--- src/rtl/mem_pkg.sv ---
// Shared encodings for the load/store front end: access sizes, FSM states
// and the alignment check used both at request time and by the bench.
package mem_pkg;

  localparam logic [1:0] SIZE_BYTE = 2'b00;
  localparam logic [1:0] SIZE_HALF = 2'b01;
  localparam logic [1:0] SIZE_WORD = 2'b10;

  localparam logic [1:0] ST_IDLE  = 2'd0;
  localparam logic [1:0] ST_READ  = 2'd1;
  localparam logic [1:0] ST_WRITE = 2'd2;
  localparam logic [1:0] ST_RESP  = 2'd3;

  typedef enum logic [1:0] {
    IDLE  = ST_IDLE,
    READ  = ST_READ,
    WRITE = ST_WRITE,
    RESP  = ST_RESP
  } state_t;

  // True for size 11, a halfword on an odd address, or a word off a 4-byte boundary.
  function automatic logic is_bad_access(input logic [1:0] size, input logic [1:0] addr_lo);
    case (size)
      SIZE_BYTE: is_bad_access = 1'b0;
      SIZE_HALF: is_bad_access = addr_lo[0];
      SIZE_WORD: is_bad_access = (addr_lo != 2'b00);
      default:   is_bad_access = 1'b1;
    endcase
  endfunction

endpackage

--- src/rtl/mem_lane_align.sv ---
// Little-endian lane steering: merges store data into a RAM word and
// extracts/extends a load value from a RAM word. Purely combinational.
module mem_lane_align
  import mem_pkg::*;
(
  input  logic [31:0] i_word,
  input  logic [31:0] i_wdata,
  input  logic [1:0]  i_addr,
  input  logic [1:0]  i_size,
  input  logic        i_signed,
  output logic [31:0] o_store_word,
  output logic [31:0] o_load_value
);

  logic [7:0]  w_byte;
  logic [15:0] w_half;

  // Select the addressed lanes, then merge (store) or extend (load) by size.
  always_comb begin
    // NOTE: every output of a combinational block gets a default first so no
    // path through the case statements can infer a latch.
    o_store_word = i_word;
    o_load_value = '0;
    w_byte       = i_word[{i_addr, 3'b000} +: 8];
    w_half       = i_word[{i_addr[1], 4'b0000} +: 16];
    case (i_size)
      SIZE_BYTE: begin
        o_store_word[{i_addr, 3'b000} +: 8] = i_wdata[7:0];
        o_load_value = {{24{i_signed & w_byte[7]}}, w_byte};
      end
      SIZE_HALF: begin
        o_store_word[{i_addr[1], 4'b0000} +: 16] = i_wdata[15:0];
        o_load_value = {{16{i_signed & w_half[15]}}, w_half};
      end
      SIZE_WORD: begin
        o_store_word = i_wdata;
        o_load_value = i_word;
      end
      default: begin
        o_store_word = i_word;
        o_load_value = '0;
      end
    endcase
  end

endmodule

--- src/rtl/mem_access_unit.sv ---
// Load/store front end for a word-addressed data RAM. Unpipelined:
// IDLE -> READ -> (WRITE) -> RESP, with sub-word stores done as read-modify-write.
module mem_access_unit
  import mem_pkg::*;
#(
  parameter int ADDR_WIDTH = 10
) (
  input  logic                  clock,
  input  logic                  reset,
  input  logic                  req_valid,
  output logic                  req_ready,
  input  logic                  req_write,
  input  logic [1:0]            req_size,
  input  logic                  req_signed,
  input  logic [ADDR_WIDTH-1:0] req_addr,
  input  logic [31:0]           req_wdata,
  output logic                  resp_valid,
  output logic [31:0]           resp_rdata,
  output logic                  resp_error,
  output logic                  ram_store,
  output logic [ADDR_WIDTH-1:0] ram_addr,
  output logic [31:0]           ram_wdata,
  input  logic [31:0]           ram_rdata
);

  state_t                r_state;
  state_t                w_next;
  logic                  r_write;
  logic [1:0]            r_size;
  logic                  r_signed;
  logic [ADDR_WIDTH-1:0] r_addr;
  logic [31:0]           r_wdata;
  logic                  r_err;
  logic [31:0]           r_word;

  logic                  w_accept;
  logic                  w_req_err;
  logic [ADDR_WIDTH-1:0] w_word_addr;
  logic [31:0]           w_store_word;
  logic [31:0]           w_load_value;

  assign w_accept    = req_valid && req_ready;
  assign w_req_err   = is_bad_access(req_size, req_addr[1:0]);
  assign w_word_addr = {r_addr[ADDR_WIDTH-1:2], 2'b00};

  mem_lane_align u_align (
    .i_word       (r_word),
    .i_wdata      (r_wdata),
    .i_addr       (r_addr[1:0]),
    .i_size       (r_size),
    .i_signed     (r_signed),
    .o_store_word (w_store_word),
    .o_load_value (w_load_value)
  );

  // State register; reset returns to IDLE immediately, which also drops ram_store.
  always_ff @(posedge clock or posedge reset) begin
    // NOTE: sequential state is assigned with <= so every register samples
    // the pre-edge values regardless of statement order.
    if (reset) r_state <= IDLE;
    else       r_state <= w_next;
  end

  // Request capture on handshake and RAM word capture in READ.
  always_ff @(posedge clock or posedge reset) begin
    if (reset) begin
      r_write  <= 1'b0;
      r_size   <= 2'b00;
      r_signed <= 1'b0;
      r_addr   <= '0;
      r_wdata  <= '0;
      r_err    <= 1'b0;
      r_word   <= '0;
    end else begin
      if (w_accept) begin
        r_write  <= req_write;
        r_size   <= req_size;
        r_signed <= req_signed;
        r_addr   <= req_addr;
        r_wdata  <= req_wdata;
        r_err    <= w_req_err;
      end
      if (r_state == READ) r_word <= ram_rdata;
    end
  end

  // Next-state and all outputs; unqualified data outputs are driven to 0.
  always_comb begin
    w_next     = r_state;
    req_ready  = 1'b0;
    resp_valid = 1'b0;
    resp_rdata = '0;
    resp_error = 1'b0;
    ram_store  = 1'b0;
    ram_addr   = '0;
    ram_wdata  = '0;
    case (r_state)
      IDLE: begin
        req_ready = 1'b1;
        if (req_valid) w_next = w_req_err ? RESP : READ;
      end
      READ: begin
        ram_addr = w_word_addr;
        w_next   = r_write ? WRITE : RESP;
      end
      WRITE: begin
        ram_addr  = w_word_addr;
        ram_store = 1'b1;
        ram_wdata = w_store_word;
        w_next    = RESP;
      end
      RESP: begin
        ram_addr   = w_word_addr;
        resp_valid = 1'b1;
        resp_error = r_err;
        if (!r_write && !r_err) resp_rdata = w_load_value;
        w_next     = IDLE;
      end
      default: w_next = IDLE;
    endcase
  end

endmodule

--- config.mk ---
export PLATFORM = sky130hd
export DESIGN_NAME = mem_access_unit
export DESIGN_NICKNAME = d
export VERILOG_FILES = /design/src/rtl/mem_pkg.sv /design/src/rtl/mem_lane_align.sv /design/src/rtl/mem_access_unit.sv
export SDC_FILE = /design/constraint.sdc
export NUM_CORES = 1
export LEC_CHECK = 0
export ABC_AREA = 1
export CELL_PAD_IN_SITES_DETAIL_PLACEMENT = 1
export CELL_PAD_IN_SITES_GLOBAL_PLACEMENT = 1
export CORE_MARGIN = 2
export CORE_UTILIZATION = 35
export CTS_CLUSTER_DIAMETER = 40
export DETAILED_ROUTE_END_ITERATION = 6
export PLACE_DENSITY = 0.95
export SYNTH_ARGS = -nofsm -noshare
export SYNTH_HDL_FRONTEND = slang
export SYNTH_HIERARCHICAL = 1
export SYNTH_SLANG_ARGS = --single-unit
--- constraint.sdc ---
create_clock -name clock -period 4.35 [get_ports clock]
set_input_delay 0.87 -clock clock [delete_from_list [all_inputs] [get_ports clock]]
set_output_delay 0.87 -clock clock [all_outputs]
set_load 0.02 [all_outputs]
# Word-level counts from Yosys, hierarchy flattened
# Cells that the tools add are included.
# totals
register_bits,81
in_bits,81
output_inout_bits,78
elab_cells,52
# op_classes
n_addsub,2
eq_ne,8
shifts,6
muxes,17
bitwise,2
n_reduce_logical,9
# op_table
op,n
one-hot mux 32 bit (3 select lines),2
two-way mux 32 bit,3
bitwise mux 32 bit,2
"variable shift 16 x 7 -> 32 bit, first input constant",1
"variable shift 8 x 7 -> 32 bit, first input constant",1
indexed part select 16 x 7 -> 32 bit,1
indexed part select 32 x 6 -> 16 bit,1
indexed part select 32 x 6 -> 8 bit,1
indexed part select 8 x 7 -> 32 bit,1
negation 5 -> 7 bit,2
two-way mux 10 bit,1
"equality test 2 bit, second input constant",4
one-hot mux 2 bit (4 select lines),1
"equality test 2 x 1 -> 1 bit, second input constant",3
zero test 2 bit,3
two-way mux 1 bit,5
two-way mux 2 bit,2
one-hot mux 1 bit (3 select lines),1
OR reduction 3 bit,1
AND 1 bit,2
logical AND 1 bit,2
zero test 1 bit,2
"inequality test 2 bit, second input constant",1
nonzero test 2 bit,1

# Longest topological paths before layout
# depth
word_depth,5
mapped_depth,14
mapped_depth_nobuf,11

# Cells and area by module
# Netlist, hierarchy kept.
# modules_own_cells
mod,instances,cells_per_inst,area_per_inst_um2,seq_area_each_um2
mem_access_unit,1,511,3752.3,2026.9
mem_lane_align,1,566,2483.6,0.0

# Least setup slack after synthesis
# No wires, ideal clock.
# synth_timing
kind,flip-flop to output port
start,register r_addr[1]
end,output port ram_wdata[10]
arrival_time_ns,2.073
required_ns,3.480
setup_slack_ns,1.407
stages_incl_launch_ff,14
n_path_buf,4
path_cell_list,dfrtp_1 buf_2 inv_1 buf_2 ha_1 clkbuf_2 inv_1 buf_2 nand3_1 o21ai_0 nand2_1 nand2_1 nand2_1 inv_1
# synth_between
elab_chain_cells,5
elab_cells_between_ends,10
classes_between,2 x add/sub; 4 x shift; 4 x mux
# synth_lines
element,line,text
"start, declared",mem_access_unit.sv:31,logic [ADDR_WIDTH-1:0] r_addr;
"start signal, assigned",mem_access_unit.sv:79,r_addr <= req_addr;
"negation 5 -> 7 bit, on equally long branches","mem_lane_align.sv:32, mem_lane_align.sv:28",
"indexed part select 16 x 7 -> 32 bit, or another cell as far along",mem_lane_align.sv:32,"o_store_word[{i_addr[1], 4'b0000} +: 16] = i_wdata[15:0];"
"bitwise mux 32 bit, on equally long branches","mem_lane_align.sv:32, mem_lane_align.sv:28",
one-hot mux 32 bit (3 select lines) *,mem_lane_align.sv:26,case (i_size)
named net w_store_word[10],mem_access_unit.sv:39,logic [31:0] w_store_word;
two-way mux 32 bit *,mem_access_unit.sv:97,case (r_state)
"end, declared",mem_access_unit.sv:22,"output logic [31:0] ram_wdata,"
# Mark *: on every way through the listed nets, which the timed path passes. The rest lies on a longest branch.

# Worst setup path after layout
# layout_timing
start,register r_addr[1]
end,output port resp_rdata[26]
# layout_between
elab_chain_cells,5
elab_cells_between_ends,7
classes_between,2 x shift; 3 x mux; 2 x bitwise
# layout_lines
element,line,text
indexed part select 32 x 6 -> 16 bit / indexed part select 32 x 6 -> 8 bit (equally long branches),"mem_lane_align.sv:25, mem_lane_align.sv:24",
"AND 1 bit, on equally long branches","mem_lane_align.sv:33, mem_lane_align.sv:29",
one-hot mux 32 bit (3 select lines) *,mem_lane_align.sv:26,
named net w_load_value[26],mem_access_unit.sv:40,logic [31:0] w_load_value;
two-way mux 32 bit *,mem_access_unit.sv:116,if (!r_write && !r_err) resp_rdata = w_load_value;
two-way mux 32 bit *,mem_access_unit.sv:97,
"end, declared",mem_access_unit.sv:18,"output logic [31:0] resp_rdata,"
# Marked as above.

==> flow_metrics.env <==
export IMPL_dr_pass1_iters=5
export IMPL_wl_um=24100
export IMPL_die_w_um=137
export IMPL_muxShareOfSynthArea_pct=0
export IMPL_netlist_instances=1077
export IMPL_hold_viol=0
export IMPL_cts_tree="yes"
export IMPL_synth_warnings=6
export IMPL_grt_pass1_vias=7337
export IMPL_fin_util_pct=47.1
export IMPL_cts_resized=0
export IMPL_worst_path_largest_cell_delay_ns=0.66
export IMPL_layout_drive_gt1_share_pct=3.39
export IMPL_design_core_area_um2=17400
export IMPL_io_pins=159
export IMPL_rsz0062_at_grt="false"
export IMPL_grt_usage_pct=26.4
export IMPL_start_util_pct=35.9
export IMPL_crit_slowest_cell="clkdlybuf4s50_1"
export IMPL_yosysUniqueCellTypes=25
export IMPL_layout_min_cycle_time_ns=3.99
export IMPL_place_gp_congestion=0.983
export IMPL_clock_sinks=81
export IMPL_grt_max_degree=71
export IMPL_first_iter_violations=354
export IMPL_cp_common_cell="nand2_1"
export IMPL_synth_edff_count=0
export IMPL_synth_simple_area_share_pct=41.3
export IMPL_whs_ns=0.487
export IMPL_min_path_type="flop to flop"
export IMPL_fin_cells=1433
export IMPL_worstSetupPathType="flop to primary output"
export IMPL_drv_cap=0
export IMPL_clock_fmax_mhz=250
export IMPL_cts_htree_levels=3
export IMPL_post_cts_setup_buffers=0
export IMPL_critPathBufInv=4
export IMPL_fin_nets=1294
export IMPL_n_antenna_cell=0
export IMPL_yosysSeqAreaShare_pct=32.5
export IMPL_synthToLayoutAreaGrowth_pct=31.0
export IMPL_p_leak_nw=4.42
export IMPL_skew_ns=0.00901
export IMPL_cts_buffers=9
export IMPL_drv_slew=0
export IMPL_vias=7147
export IMPL_crit_arrival_ns=3.12
export IMPL_wl_per_cell_um=16.9
export IMPL_crit_chain="buf_4, nand2_1, o21ai_1, nand3_2, nand2_1, inv_1, nand2_1, inv_1, nor2_1, clkdlybuf4s50_1"
export IMPL_tns_ns=0
export IMPL_synth_area_top_cells="dfrtp_1, nand2_1, inv_1"
export IMPL_slew_headroom_pct=27.3
export IMPL_async_flop_share_pct=100
export IMPL_clock_root_buffer="clkbuf_16"
export IMPL_netlist_area_leader_share_pct=32.5
export IMPL_synth_ff_type="dfrtp_1"
export IMPL_synthesis_area_um2=6240
export IMPL_antenna_found_initial=0
export IMPL_synth_area_per_cell_um2=5.79
export IMPL_p_per_area_nw_per_um2=770
export IMPL_crit_path_start_kind="flop"
export IMPL_path_clk_slew_ns=0.07
export IMPL_die_height_um=137
export IMPL_cp_top_family="buffers and inverters"
export IMPL_ir_worst_vdd_v=0.000366
export IMPL_cts_hold_buffers=0
export IMPL_period_share_pct=91.8
export IMPL_drt_drc_violations_left=0
export IMPL_synth_top_family_by_area="simple AND/OR/NAND/NOR gates"
export IMPL_synth_top_area_cell="dfrtp_1"
export IMPL_ant_nets=0
export IMPL_worst_skew_pair_late_latency_ns=0.35
export IMPL_drt_vias_per_instance=4.99
export IMPL_synth_compound_area_share_pct=9.99
export IMPL_critPathRequiredTime_ns=3.48
export IMPL_portBuffers=156
export IMPL_grt_pass1_wl_um=38300
export IMPL_gr_total_overflow=0
export IMPL_ys_ff_latch=81
export IMPL_status="finished, final reports clean"
export IMPL_dp_cells=1418
export IMPL_crit_path_end_kind="primary output"
export IMPL_placement_rows=48
export IMPL_worst_slew_pin_slew_ns=1.09
export IMPL_die_area_um2=18900
export IMPL_final_setup_viol_count=0
export IMPL_clockBufferDepth=2
export IMPL_path_max_fanout=70
export IMPL_synth_adder_area_share_pct=1.81
export IMPL_synth_xor_area_share_pct=0
export IMPL_hpwl_um=18300
worst register-to-register path: cells and delay by family, from the launching register on:
family,cells,cell delay [ns]
buf+inv,3,1.14
flops,1,0.41
simple gates,2,0.15
fa+ha+maj,1,0.19
compound gates,1,0.17
cell type report:
| class | count | area, um^2 |
|---|---|---|
| fillers | 2360 | 9190 |
| repair buffers | 169 | 1660 |
| inverters | 154 | 584 |
| clock buffers | 10 | 239 |
| well taps | 225 | 282 |
| multi-input cells | 789 | 3320 |
| flip-flops and latches | 81 | 2030 |
| clock inverters | 5 | 61.3 |
sequential cells by signal, summed over array words and instances (netlist names):
register / flops
r_word: 32
r_size: 2
r_addr: 10
r_state: 2
r_signed: 1
r_err: 1
r_wdata: 32
r_write: 1
placed cells by master (no fill, tap or decap), types with 2 or more instances in the layout:
master / n
buf_4: 13
nor2_1: 89
a22oi_1: 9
ha_1: 9
dfrtp_1: 81
a21oi_1: 41
clkbuf_16: 9
inv_1: 149
clkinv_2: 2
o21ai_0: 51
o211ai_1: 6
nand2_2: 3
nand4_1: 5
inv_2: 3
o21ai_1: 10
nand2_4: 2
nand2_1: 527
conb_1: 2
clkdlybuf4s50_1: 156
inv_6: 4
nand3_1: 32
cells by family (layout without fill, tap and decap cells):
group	Yosys count	after routing
buffers and inverters	208	338
AO/OA/AOI/OAI	117	117
other	1	2
flip-flops	81	81
AND/OR/NAND/NOR	661	661
adder cells (fa/ha/maj)	9	9
synth_stat cells (2+ instances only):
library cell    n
nand2_1       527
inv_1         150
nor2_1         89
dfrtp_1        81
o21ai_0        51
a21oi_1        41
buf_2          34
nand3_1        32
buf_4          10
o21ai_1        10
a22oi_1         9
ha_1            9
o211ai_1        6
clkbuf_1        5
nand4_1         5
buf_6           4
inv_2           3
nand2_2         3
nand2_4         2
power by group:
part	switching, W	internal [W]	total [W]
registers	0.000505	0.00112	0.00162
clock network	0.000328	0.000462	0.000791
logic	0.00256	0.00131	0.00387
through the flow:
stage / power, W / setup WS, ns / area (um^2)
2_1_floorplan: 0.00404 / 1.40 / 6240
3_3_place_gp: 0.00529 / 0.888 / 7870
3_5_place_dp: 0.00543 / 0.815 / 7870
4_1_cts: 0.00627 / 0.397 / 8170
5_1_grt: 0.00684 / 0.146 / 8170
6_report: 0.00629 / 0.355 / 8170
path summary, 6_finish.rpt:
check	startpoint	end	slack, ns	cells after the start
hold / removal	r_wdata[27]	r_wdata[27]	0.49	2
min in group asynchronous	reset	r_wdata[19]	0.78	2
setup / recovery	r_addr[1]	resp_rdata[26]	0.36	10
max in group asynchronous	reset	r_word[21]	2.77	3
setup reg to reg	r_state[1]	r_state[0]	2.19	7
hold reg to reg	r_wdata[27]	r_wdata[27]	0.49	2
per-layer routing:
| metal | track usage [%] | up-vias | share of wire [%] |
|---|---|---|---|
| met2 | 44.6 | 226 | 48 |
| met4 | 9.22 | 0 | 2.7 |
| li1 | - | 3459 | - |
| met3 | 4.38 | 35 | 5.8 |
| met1 | 34.0 | 3427 | 44 |
| met5 | 0 | - | 0 |
(Power assumes the default switching activity.)
